$ cat config.mk
export PLATFORM = sky130hd
export DESIGN_NAME = wide_add_sequencer_flat
export DESIGN_NICKNAME = d
export VERILOG_FILES = /design/src/rtl/wide_add_sequencer_if.sv /design/src/rtl/wide_add_sequencer.sv /design/src/flat_wrapper.sv
export SDC_FILE = /design/constraint.sdc
export NUM_CORES = 1
export LEC_CHECK = 0
export BUFFER_PORTS_ARGS = -buffer_cell sky130_fd_sc_hd__clkbuf_2
export CORE_MARGIN = 1
export CORE_UTILIZATION = 55
export DETAILED_ROUTE_END_ITERATION = 10
export HOLD_SLACK_MARGIN = 0.08
export PLACE_DENSITY = 0.77
export SLEW_MARGIN = 30
export SYNTH_ARGS = -nofsm -noshare
export SYNTH_HDL_FRONTEND = slang
export SYNTH_SLANG_ARGS = --single-unit
$ cat constraint.sdc
create_clock -name clk -period 8.3 [get_ports clk]
set_input_delay 1.66 -clock clk [delete_from_list [all_inputs] [get_ports clk]]
set_output_delay 1.66 -clock clk [all_outputs]
set_load 0.03 [all_outputs]
$ cat src/rtl/wide_add_sequencer_if.sv
// Handshake bundle for wide_add_sequencer: operand request side and held result side.
// The master drives operands and takes results; the slave is the sequencer itself.
interface wide_add_sequencer_if #(
    parameter int WORDS = 4
);
    localparam int N = 32 * WORDS;

    logic         in_valid;
    logic         in_ready;
    logic [N-1:0] in_a;
    logic [N-1:0] in_b;
    logic         in_cin;
    logic         in_sub;
    logic         out_valid;
    logic         out_ready;
    logic [N-1:0] out_sum;
    logic         out_cout;
    logic         busy;

    modport master (
        output in_valid, in_a, in_b, in_cin, in_sub, out_ready,
        input  in_ready, out_valid, out_sum, out_cout, busy
    );

    modport slave (
        input  in_valid, in_a, in_b, in_cin, in_sub, out_ready,
        output in_ready, out_valid, out_sum, out_cout, busy
    );
endinterface

$ cat src/rtl/wide_add_sequencer.sv
// Multi-precision add/subtract: one shared 32-bit carry-lookahead adder stepped
// over WORDS operand words, least-significant first, with a registered carry.

module Adder_32bit (
    input  logic [31:0] a,
    input  logic [31:0] b,
    input  logic        c_in,
    output logic [31:0] sum,
    output logic        c_out
);
    logic [31:0] g;
    logic [31:0] p;
    logic [32:0] c;
    logic [8:0]  gc;

    // Eight 4-bit lookahead groups; group carries chain through gc.
    always_comb begin
        g     = a & b;
        p     = a ^ b;
        c     = '0;
        gc    = '0;
        gc[0] = c_in;
        for (int k = 0; k < 8; k++) begin
            c[4*k]   = gc[k];
            c[4*k+1] = g[4*k] | (p[4*k] & gc[k]);
            c[4*k+2] = g[4*k+1] | (p[4*k+1] & g[4*k])
                     | (p[4*k+1] & p[4*k] & gc[k]);
            c[4*k+3] = g[4*k+2] | (p[4*k+2] & g[4*k+1])
                     | (p[4*k+2] & p[4*k+1] & g[4*k])
                     | (p[4*k+2] & p[4*k+1] & p[4*k] & gc[k]);
            gc[k+1]  = g[4*k+3] | (p[4*k+3] & g[4*k+2])
                     | (p[4*k+3] & p[4*k+2] & g[4*k+1])
                     | (p[4*k+3] & p[4*k+2] & p[4*k+1] & g[4*k])
                     | (p[4*k+3] & p[4*k+2] & p[4*k+1] & p[4*k] & gc[k]);
        end
        c[32] = gc[8];
        sum   = p ^ c[31:0];
        c_out = c[32];
    end
endmodule

module wide_add_sequencer #(
    parameter int WORDS = 4
) (
    input  logic                 clk,
    input  logic                 rst_n,
    wide_add_sequencer_if.slave  bus
);
    localparam int N     = 32 * WORDS;
    localparam int IDX_W = (WORDS > 1) ? $clog2(WORDS) : 1;
    localparam logic [IDX_W-1:0] LAST_IDX = IDX_W'(WORDS - 1);

    typedef enum logic [1:0] {
        IDLE,
        RUN,
        DONE
    } state_t;

    state_t           state;
    logic [N-1:0]     a_reg;
    logic [N-1:0]     b_reg;
    logic [IDX_W-1:0] idx;
    logic             carry;
    logic             in_ready_q;
    logic             out_valid_q;
    logic             busy_q;
    logic [N-1:0]     out_sum_q;
    logic             out_cout_q;

    logic [31:0]      a_word;
    logic [31:0]      b_word;
    logic [31:0]      adder_sum;
    logic             adder_cout;

    // Word select always reads registered operands, so the adder never sees X.
    always_comb begin
        a_word = a_reg[31:0];
        b_word = b_reg[31:0];
        for (int w = 0; w < WORDS; w++) begin
            if (idx == w[IDX_W-1:0]) begin
                a_word = a_reg[32*w +: 32];
                b_word = b_reg[32*w +: 32];
            end
        end
    end

    Adder_32bit u_adder (
        .a     (a_word),
        .b     (b_word),
        .c_in  (carry),
        .sum   (adder_sum),
        .c_out (adder_cout)
    );

    // Subtraction is folded in at accept time: B is inverted and carry preset to 1.
    always_ff @(posedge clk or negedge rst_n) begin
        if (!rst_n) begin
            state       <= IDLE;
            a_reg       <= '0;
            b_reg       <= '0;
            idx         <= '0;
            carry       <= 1'b0;
            in_ready_q  <= 1'b1;
            out_valid_q <= 1'b0;
            busy_q      <= 1'b0;
            out_sum_q   <= '0;
            out_cout_q  <= 1'b0;
        end else begin
            case (state)
                IDLE: begin
                    if (bus.in_valid && in_ready_q) begin
                        a_reg      <= bus.in_a;
                        b_reg      <= bus.in_sub ? ~bus.in_b : bus.in_b;
                        carry      <= bus.in_sub ? 1'b1 : bus.in_cin;
                        idx        <= '0;
                        in_ready_q <= 1'b0;
                        busy_q     <= 1'b1;
                        state      <= RUN;
                    end
                end
                RUN: begin
                    for (int w = 0; w < WORDS; w++) begin
                        if (idx == w[IDX_W-1:0]) begin
                            out_sum_q[32*w +: 32] <= adder_sum;
                        end
                    end
                    carry <= adder_cout;
                    if (idx == LAST_IDX) begin
                        idx         <= '0;
                        out_cout_q  <= adder_cout;
                        out_valid_q <= 1'b1;
                        state       <= DONE;
                    end else begin
                        idx <= idx + 1'b1;
                    end
                end
                DONE: begin
                    if (bus.out_ready) begin
                        out_valid_q <= 1'b0;
                        in_ready_q  <= 1'b1;
                        busy_q      <= 1'b0;
                        state       <= IDLE;
                    end
                end
                default: begin
                    state       <= IDLE;
                    in_ready_q  <= 1'b1;
                    out_valid_q <= 1'b0;
                    busy_q      <= 1'b0;
                end
            endcase
        end
    end

    assign bus.in_ready  = in_ready_q;
    assign bus.out_valid = out_valid_q;
    assign bus.out_sum   = out_sum_q;
    assign bus.out_cout  = out_cout_q;
    assign bus.busy      = busy_q;
endmodule

$ cat src/flat_wrapper.sv
// flat-port wrapper written by rule: the top's interface ports become plain ports
module wide_add_sequencer_flat 
#(
    parameter int WORDS = 4
)
  (clk, rst_n, bus_in_valid, bus_in_a, bus_in_b, bus_in_cin, bus_in_sub, bus_out_ready, bus_in_ready, bus_out_valid, bus_out_sum, bus_out_cout, bus_busy);
  wide_add_sequencer_if #(.WORDS(WORDS)) bus_i ();
  input  logic clk;
  input  logic rst_n;
  input wire logic [$bits(bus_i.in_valid)-1:0] bus_in_valid;
  input wire logic [$bits(bus_i.in_a)-1:0] bus_in_a;
  input wire logic [$bits(bus_i.in_b)-1:0] bus_in_b;
  input wire logic [$bits(bus_i.in_cin)-1:0] bus_in_cin;
  input wire logic [$bits(bus_i.in_sub)-1:0] bus_in_sub;
  input wire logic [$bits(bus_i.out_ready)-1:0] bus_out_ready;
  output wire logic [$bits(bus_i.in_ready)-1:0] bus_in_ready;
  output wire logic [$bits(bus_i.out_valid)-1:0] bus_out_valid;
  output wire logic [$bits(bus_i.out_sum)-1:0] bus_out_sum;
  output wire logic [$bits(bus_i.out_cout)-1:0] bus_out_cout;
  output wire logic [$bits(bus_i.busy)-1:0] bus_busy;
  assign bus_i.in_valid = bus_in_valid;
  assign bus_i.in_a = bus_in_a;
  assign bus_i.in_b = bus_in_b;
  assign bus_i.in_cin = bus_in_cin;
  assign bus_i.in_sub = bus_in_sub;
  assign bus_i.out_ready = bus_out_ready;
  assign bus_in_ready = bus_i.in_ready;
  assign bus_out_valid = bus_i.out_valid;
  assign bus_out_sum = bus_i.out_sum;
  assign bus_out_cout = bus_i.out_cout;
  assign bus_busy = bus_i.busy;
  wide_add_sequencer #(.WORDS(WORDS)) u_core (.clk(clk), .rst_n(rst_n), .bus(bus_i));
endmodule
==> results.yml, run 1 <==
place:
  dp_slack_ns: 3.11
  hpwl_microns: 38100
  numPortBuffers: 393
  place_area_sq_um: 20900
  routabilityCongestion: 0.971
clock_network:
  hold_buffers: 0
  cts.sinks: 393
  root_buffer: "clkbuf_16"
  ctsHtreeMaxLevel: 2
  cts_buffers: 41
  postCtsSetupRepairBufs: 0
  clk_path_buf_depth: 3
  cts_repair_resize_count: 0
  insertion_delay_ns: 0.54
  cts_tree: "yes"
  clk_pin_slew_ns: 0.06
setup_path:
  critPathMaxFanout: 57
  worstSetupPathType: "register to register"
  worstPathArrival_ns: 5.69
  worstSetupEndpointType: "register"
  worstSetupStartpointType: "register"
  cp.required_ns: 8.69
synthesis:
  yosysWarnings: 0
  synth_cell_types: 49
  synth_area_leaders: "dfrtp_1 53%, nand2_1 14%, o21ai_0 7.9%"
  syn_area_per_cell_sq_um: 8.98
  synthArstFlopShare_pct: 100
  ys_seq_elements: 393
  yosysTopAreaCellShare_pct: 52.6
  yosysTopAreaCell: "dfrtp_1"
  synth_edf_count: 0
  syn-instance-count: 2077
  synthFlopType: "dfrtp_1"
  synth_area_sq_um: 18700
  ys_seq_area_share_pct: 52.7
  synthesis.nets: 2383
timing:
  rsz0062_at_grt: "no"
  slew_violations: 0
  period_needed_ns: 5.30
  skew_ns: 0.0129
  worstMarginPinSlew_ns: 0.946
  post-route-period-util_pct: 63.8
  final_hold_viol_count: 0
  final.setup.tns_ns: 0
  setup_viol: 0
  timing.fmax_mhz: 189
  slew_headroom_pct: 37.0
  setup_ws_ns: 3.00
pwr:
  power.density_nw_per_um2: 465
  ir_worst_vdd_mv: 0.246
  p_leak_nw: 11.2
grt:
  grt-ovfl-total: 0
  grt_pass1_wl_microns: 79700
  track_usage_pct: 30.1
  antenna_found_initial: 0
  first_global_vias: 14600
  grt_max_degree: 126
die:
  num_rows: 67
  fp.dieH_microns: 186
  die_area_sq_um: 34700
  initial_core_util_pct: 55.8
  coreArea_sq_um: 33400
  pin_count: 394
  dieWidth_microns: 186
finish:
  fin_util_pct: 66.5
  final_area_sq_um: 22200
  num-nets-final: 2700
  layout_common_cells: "707 x nand2_1, 392 x dfrtp_1, 391 x clkbuf_2, 294 x o21ai_0, 135 x xnor2_1"
  n_antenna_cell: 0
  final_common_cell: "nand2_1"
  drive_above_1_share_pct: 20.9
  area_growth_pct: 19.2
detailed_routing:
  vias_per_cell: 5.46
  antenna_left: 0
  drtPass1Iterations: 5
  drtIter0Drc: 978
  wl_per_cell_microns: 18.2
  drc: 0
  dr_total_vias: 15700
  routed_wirelength_microns: 52300
flow_run:
  drv_cap: 0
status:
  status: "finished clean"
min_path:
  hp-class: "register to register"
==> through the flow <==
step,total power [mW],hold slack [ns],cells
2_1_floorplan,6.61,0.438,2077
3_5_place_dp,8.48,0.457,2797
4_1_cts,10.3,0.472,2870
3_3_place_gp,8.26,0.454,2796
6_report,10.3,0.467,2872
5_1_grt,11.0,0.484,2872
==> worst paths after layout <==
check / cells after the start / end / from / slack, ns
worst max-delay path: 18 / u_core.bus.out_sum[29]$_DFFE_PN0P_ / u_core.idx[1]$_DFFE_PN0P_ / 3.00
worst min-delay path: 2 / u_core.a_reg[28]$_DFFE_PN0P_ / u_core.a_reg[28]$_DFFE_PN0P_ / 0.47
worst max register to register: 18 / u_core.bus.out_sum[29]$_DFFE_PN0P_ / u_core.idx[1]$_DFFE_PN0P_ / 3.00
worst min register to register: 2 / u_core.a_reg[28]$_DFFE_PN0P_ / u_core.a_reg[28]$_DFFE_PN0P_ / 0.47
max in group asynchronous: 3 / u_core.b_reg[92]$_DFFE_PN0P_ / rst_n / 5.75
min in group asynchronous: 1 / u_core.bus.out_sum[114]$_DFFE_PN0P_ / rst_n / 1.01
==> cell families after synthesis <==
kind of cell               Yosys count  share of synthesized area (%)
AOI/OAI and AO/OA                  439                           12.8
and+or+nand+nor                    834                           17.5
xor gates and xnor gates           150                           7.04
adders and majority gates           44                           3.27
DFF                                393                           52.7
buffers and inverters              153                           3.09
muxes                               64                           3.51
==> routing by layer <==
layer,vias up,track usage [%],wire length (microns)
li1,7427,-,-
met1,7501,43.1,23200
met2,658,47.1,23700
met3,103,5.20,3970
met4,0,8.89,1450
met5,-,0,0
==> final cells by class <==
type / count / area (sq um)
repair buffers: 409 / 2170
clock buffers: 55 / 1140
fillers: 2735 / 11200
flip-flops and latches: 393 / 9840
clock inverters: 18 / 154
inverters: 18 / 67.6
well taps: 448 / 561
multi-input cells: 1531 / 8320
==> critical path, cell delays in order, from the launching register on <==
cell and delay, ns:
dfrtp_1 0.44, inv_1 0.16, ha_4 0.42, buf_4 0.72, mux2i_1 0.31, nor2_1 0.06, a21oi_1 0.19, o21ai_0 0.16
ha_1 0.40, nand2_1 0.14, o21ai_0 0.32, a221o_1 0.26, nand2_1 0.06, and3b_1 0.25, o21bai_2 0.21, a21oi_1 0.13
fa_1 0.44, xor2_1 0.23, o21ai_0 0.14
==> synthesized netlist by cell type (all sizes together) (2+ instances only) <==
cell / number
o31ai: 13
xnor2: 135
a211oi: 15
a31oi: 2
fa: 8
or3: 2
o31a: 6
nand2b: 3
nor2b: 26
nand4: 3
o21ai: 304
nor3: 4
mux2: 12
a21o: 11
mux2i: 52
nand3: 9
o21a: 6
dfrtp: 392
or2: 2
clkbuf: 126
ha: 36
and4: 3
buf: 9
inv: 18
a21oi: 72
nor2: 68
o21bai: 2
nand2: 711
xor2: 15
==> power by group <==
part           total [mW]  internal [mW]  switching [mW]
Combinational        5.20           1.66            3.55
Sequential           3.35           2.81           0.544
Clock                1.79           1.03           0.759
Power figures use the tool's default switching activity.
==> inputs of run 2 (changes only) <==
--- a/config.mk
+++ b/config.mk
@@ -7,10 +7,10 @@
 export LEC_CHECK = 0
 export BUFFER_PORTS_ARGS = -buffer_cell sky130_fd_sc_hd__clkbuf_2
 export CORE_MARGIN = 1
-export CORE_UTILIZATION = 55
+export CORE_UTILIZATION = 50
 export DETAILED_ROUTE_END_ITERATION = 10
 export HOLD_SLACK_MARGIN = 0.08
-export PLACE_DENSITY = 0.77
+export PLACE_DENSITY = 0.74
 export SLEW_MARGIN = 30
 export SYNTH_ARGS = -nofsm -noshare
 export SYNTH_HDL_FRONTEND = slang
==> constraint.sdc (replaced) <==
create_clock -name clk -period 4.65 [get_ports clk]
set_input_delay 0.93 -clock clk [delete_from_list [all_inputs] [get_ports clk]]
set_output_delay 0.93 -clock clk [all_outputs]
set_load 0.03 [all_outputs]
==> run 2 against run 1 <==
  * Sequential share of layout area is 1.2 points lower
  * Global-route usage decreased by 1.7 points
  * Total power grew 86%
  * Count of clock-buffer cells in the layout increased by 6
  * Final cell count up 1.9%
  * Combinational power rose by 86%
  * First-iteration DRC count up 6.9%
  * Critical endpoint is now u_core.bus.out_sum[125]$_DFFE_PN0P_
==> results.yml, run 2 (synthesis gave the netlist of run 1 again) <==
status:
  status: "finished clean"
timing:
  final_hold_viol_count: 0
  setup_ws_ns: 0.192
  slew_headroom_pct: 39.2
  worstMarginPinSlew_ns: 0.911
  setup_viol: 0
  post-route-period-util_pct: 95.9
  hold_ws_ns: 0.282
  final.setup.tns_ns: 0
  period_needed_ns: 4.46
  timing.fmax_mhz: 224
  slew_violations: 0
  skew_ns: 0.0252
clock_network:
  clk_pin_slew_ns: 0.06
  cts.sinks: 393
  clk_path_buf_depth: 3
  insertion_delay_ns: 0.55
  root_buffer: "clkbuf_16"
  ctsHtreeMaxLevel: 2
  cts_buffers: 41
  hold_buffers: 0
  cts_tree: "yes"
finish:
  layout_common_cells: "707 x nand2_1, 392 x dfrtp_1, 391 x clkbuf_2, 292 x o21ai_0, 135 x xnor2_1"
  area_growth_pct: 22.7
  num-nets-final: 2732
  drive_above_1_share_pct: 22.2
  final_cells: 2928
  final_common_cell: "nand2_1"
  fillCellCount: 3106
setup_path:
  cp.required_ns: 5.09
  startpoint: "u_core.idx[0]$_DFFE_PN0P_"
  worstPathArrival_ns: 4.89
  critPathMaxFanout: 22
  r2r-start: "u_core.idx[0]$_DFFE_PN0P_"
  worstSetupStartpointType: "register"
  worstSetupPathType: "register to register"
  worstSetupEndpointType: "register"
pwr:
  power.density_nw_per_um2: 842
  p_leak_nw: 11.5
  ir_worst_vdd_mv: 0.441
  p_total_mw: 19.3
detailed_routing:
  routed_wirelength_microns: 54100
  dr_total_vias: 15700
  antenna_left: 0
  drtIter0Drc: 1045
  wl_per_cell_microns: 18.5
  drtPass1Iterations: 5
  vias_per_cell: 5.35
  drc: 0
grt:
  track_usage_pct: 28.3
  antenna_found_initial: 3
  grt-ovfl-total: 0
  grt_pass1_wl_microns: 84000
  first_global_vias: 15000
  grt_max_degree: 128
min_path:
  hp-class: "input pin to async pin"
place:
  routabilityCongestion: 0.952
  hpwl_microns: 39700
  dp_slack_ns: -0.0728
  place_inst: 2839
  numPortBuffers: 393
die:
  initial_core_util_pct: 50.8
  dieWidth_microns: 195
  fp.dieH_microns: 195
  pin_count: 394
  die_area_sq_um: 38100
  num_rows: 70
  coreArea_sq_um: 36700
flow_run:
  drv_cap: 0
==> run 2: cell count changes in the layout (fill, tap and decap cells not counted), sizes merged <==
cell | previous run | this run
buf | 18 | 49
clkbuf | 446 | 453
inv | 20 | 21
diode | 0 | 2
bufinv | 2 | 7
clkinv | 13 | 3
==> run 2: routing by layer <==
| layer | vias to the layer above | wire, microns | part of all wire [%] | global-route usage, % |
|---|---|---|---|---|
| li1 | 7486 | - | - | - |
| met1 | 7459 | 25300 | 47 | 42.4 |
| met2 | 645 | 23700 | 44 | 42.3 |
| met3 | 86 | 3550 | 6.6 | 4.11 |
| met4 | 2 | 1640 | 3.0 | 9.24 |
| met5 | - | 17 | 0.031 | 0 |
==> run 2: worst paths after layout <==
kind,to,slack (ns),cells past startpoint
worst max register to register,u_core.bus.out_sum[125]$_DFFE_PN0P_,0.19,18
worst min register to register,u_core.a_reg[9]$_DFFE_PN0P_,0.48,2
min in group clk,u_core.a_reg[9]$_DFFE_PN0P_,0.48,2
worst min-delay path,u_core.bus.out_sum[104]$_DFFE_PN0P_,0.28,1
worst max-delay path,u_core.bus.out_sum[125]$_DFFE_PN0P_,0.19,18
max in group asynchronous,u_core.a_reg[47]$_DFFE_PN0P_,3.15,3
==> run 2: through the flow <==
step / util (%) / cell area, sq um
2_1_floorplan: - / 18700
3_3_place_gp: 57.6 / 21100
3_5_place_dp: 57.6 / 21100
4_1_cts: 61.8 / 22700
5_1_grt: 62.4 / 22900
6_report: 62.4 / 22900
==> run 2: cell type report <==
class                   instances  area (sq um)  area share (%)
well taps                     468           586            2.56
clock inverters                14           259            1.13
multi-input cells            1531          8340            36.4
repair buffers                441          2550            11.2
clock buffers                  61          1240            5.43
diodes                          2          5.00          0.0219
inverters                      18          67.6           0.295
flip-flops and latches        393          9840            43.0
==> run 2: critical path, stage by stage (launching register included) <==
cell       delay [ns]
dfrtp_1          0.51
inv_1            0.15
ha_4             0.24
buf_12           0.14
clkbuf_16        0.19
a211oi_1         0.34
o31a_1           0.24
inv_1            0.06
ha_1             0.31
nand3_1          0.08
nor2_1           0.21
a21oi_1          0.16
a211oi_1         0.25
and3b_2          0.28
o21bai_2         0.21
a21oi_1          0.13
fa_1             0.47
xor2_2           0.17
o21ai_0          0.20
==> run 2: repair_timing <==
item | 4_1_cts | 5_1_grt
cloned | 0 | 1
gates resized for setup | 1 | 7
setup endpoints to repair | 5 | 22
pin swaps | 0 | 4
setup buffers | 1 | 8
==> run 2: where the power goes <==
| part | internal, mW | switching (mW) | leakage, nW | total (mW) |
|---|---|---|---|---|
| logic | 3.23 | 6.43 | 5.80 | 9.65 |
| clock network | 2.25 | 1.35 | 0.736 | 3.60 |
| registers | 5.01 | 1.00 | 4.98 | 6.02 |
==> inputs of run 3 (changes only) <==
--- a/config.mk
+++ b/config.mk
@@ -7,10 +7,10 @@
 export LEC_CHECK = 0
 export BUFFER_PORTS_ARGS = -buffer_cell sky130_fd_sc_hd__clkbuf_2
 export CORE_MARGIN = 1
-export CORE_UTILIZATION = 50
+export CORE_UTILIZATION = 55
 export DETAILED_ROUTE_END_ITERATION = 10
 export HOLD_SLACK_MARGIN = 0.08
-export PLACE_DENSITY = 0.74
+export PLACE_DENSITY = 0.77
 export SLEW_MARGIN = 30
 export SYNTH_ARGS = -nofsm -noshare
 export SYNTH_HDL_FRONTEND = slang
==> constraint.sdc (replaced) <==
create_clock -name clk -period 5.4 [get_ports clk]
set_input_delay 1.08 -clock clk [delete_from_list [all_inputs] [get_ports clk]]
set_output_delay 1.08 -clock clk [all_outputs]
set_load 0.03 [all_outputs]
==> run 3 against run 2 <==
  * Combinational power is 18% lower
  * Global-route usage is 1.6 points higher
  * Total power is 17% lower
  * Largest power group unchanged
  * Setup slack better by 0.35 ns
  * Routed wire length is 4.5% lower
==> results.yml, run 3 (synthesis gave the netlist of run 1 again) <==
grt:
  grt_util_met2_pct: 45.1
  use_met1_pct: 43.0
  busiest_layer: "met2"
  grt_max_degree: 114
  grt_pass1_wl_microns: 79100
  first_global_vias: 14600
  grt-ovfl-total: 0
  track_usage_pct: 29.9
  use_met3_pct: 5.49
  antenna_found_initial: 2
clock_network:
  cts_buffers: 40
  cts.sinks: 393
  clk_path_buf_depth: 3
  cts_repair_resize_count: 0
  cts_tree: "yes"
  root_buffer: "clkbuf_16"
  hold_buffers: 0
  clk_pin_slew_ns: 0.06
  insertion_delay_ns: 0.54
  ctsHtreeMaxLevel: 2
  postCtsSetupRepairBufs: 0
setup_path:
  cp.required_ns: 5.79
  critPathMaxFanout: 78
  worstSetupStartpointType: "register"
  worstSetupPathType: "register to register"
  worstPathArrival_ns: 5.25
  worstSetupEndpointType: "register"
timing:
  worstMarginPinSlew_ns: 0.930
  setup_viol: 0
  skew_ns: 0.0184
  rsz0062_at_grt: "no"
  period_needed_ns: 4.86
  timing.fmax_mhz: 206
  setup_ws_ns: 0.545
  final_hold_viol_count: 0
  final.setup.tns_ns: 0
  slew_headroom_pct: 38.0
  slew_violations: 0
  post-route-period-util_pct: 89.9
pwr:
  clkPwrFrac_pct: 17.7
  p_int_mw: 8.58
  power.density_nw_per_um2: 711
  seqPwrFrac_pct: 32.4
  p_sw_mw: 7.34
  p_leak_nw: 11.3
  p_sw_share_pct: 46.1
  pwr-share-comb_pct: 49.9
  ir_worst_vdd_mv: 0.340
die:
  num_rows: 67
  die_area_sq_um: 34700
  initial_core_util_pct: 55.8
  dieWidth_microns: 186
  coreArea_sq_um: 33400
  pin_count: 394
  fp.dieH_microns: 186
finish:
  final_cells: 2874
  final_area_sq_um: 22400
  final_common_cell: "nand2_1"
  n_antenna_cell: 0
  layout_common_cells: "707 x nand2_1, 392 x dfrtp_1, 391 x clkbuf_2, 294 x o21ai_0, 135 x xnor2_1"
  num-nets-final: 2702
  area_growth_pct: 19.9
  drive_above_1_share_pct: 20.8
place:
  hpwl_microns: 37900
  numPortBuffers: 393
  place_area_sq_um: 21000
  dp_slack_ns: 0.635
  place_inst: 2801
  routabilityCongestion: 0.948
status:
  status: "finished clean"
detailed_routing:
  wl_per_cell_microns: 18.0
  drc: 0
  antenna_left: 0
  dr_total_vias: 15400
  vias_per_cell: 5.36
  routed_wirelength_microns: 51700
  drtIter0Drc: 1020
  drtPass1Iterations: 5
flow_run:
  drv_cap: 0
min_path:
  hp-class: "input pin to async pin"
==> run 3: changes by cell type in the layout (fill, tap and decap cells not counted), moves of 3 or more <==
cell       previous run  this run
nand2_4               1         4
clkbuf_1              8        12
buf_4                32        10
nand2_2               3         0
clkbuf_16            44        41
bufinv_16             7         3
buf_12               12         8
==> run 3: power by group through the flow <==
| stage | combinational [mW] | clock, mW | sequential (mW) |
|---|---|---|---|
| after detailed placement | 7.88 | 0 | 5.17 |
| after global placement | 7.63 | 0 | 5.13 |
| after global routing | 8.79 | 2.96 | 5.30 |
| after floorplan | 4.36 | 0 | 5.81 |
| final | 7.95 | 2.81 | 5.15 |
| after CTS | 7.93 | 2.84 | 5.14 |
==> run 3: worst paths after layout <==
path                                              startpoint                                   to  slack [ns]  depth (start not counted)
worst max-delay path               u_core.idx[0]$_DFFE_PN0P_  u_core.bus.out_sum[125]$_DFFE_PN0P_        0.54                         15
worst min-delay path                                   rst_n  u_core.bus.out_sum[106]$_DFFE_PN0P_        0.40                          1
worst max register to register     u_core.idx[0]$_DFFE_PN0P_  u_core.bus.out_sum[125]$_DFFE_PN0P_        0.54                         15
worst min register to register  u_core.a_reg[28]$_DFFE_PN0P_         u_core.a_reg[28]$_DFFE_PN0P_        0.47                          2
max in group asynchronous                              rst_n         u_core.b_reg[13]$_DFFE_PN0P_        3.63                          3
min in group clk                u_core.a_reg[28]$_DFFE_PN0P_         u_core.a_reg[28]$_DFFE_PN0P_        0.47                          2
==> run 3: final cells by class <==
class | instances | area [sq um]
fillers | 2754 | 11100
flip-flops and latches | 393 | 9840
multi-input cells | 1531 | 8320
repair buffers | 412 | 2250
clock buffers | 62 | 1190
well taps | 448 | 561
clock inverters | 10 | 136
inverters | 18 | 67.6
==> run 3: critical path, cell delays in order, from the launching register on <==
cell and delay (ns):
dfrtp_1 0.47, inv_1 0.16, ha_4 0.71, a21oi_1 0.20, o21ai_0 0.57, ha_1 0.30, a21oi_1 0.09, o21ai_0 0.38
a21oi_1 0.20, a211oi_1 0.21, and3b_1 0.27, o21bai_2 0.19, a21oi_1 0.12, fa_1 0.44, xor2_1 0.23, o21ai_0 0.13
==> run 3: metrics by stage <==
stage / total power, mW / util [%] / hold slack [ns]
detailed placement: 13.0 / 62.8 / 0.456
CTS: 15.9 / 66.8 / 0.470
global route: 17.0 / 66.9 / 0.398
finish: 15.9 / 66.9 / 0.396
floorplan: 10.2 / - / 0.438
global placement: 12.8 / 62.7 / 0.454
==> run 3: metal layers <==
| metal | vias to the layer above | part of all wire (%) |
|---|---|---|
| li1 | 7422 | - |
| met1 | 7256 | 46 |
| met2 | 604 | 43 |
| met3 | 113 | 7.3 |
| met4 | 2 | 3.6 |
| met5 | - | 0.015 |
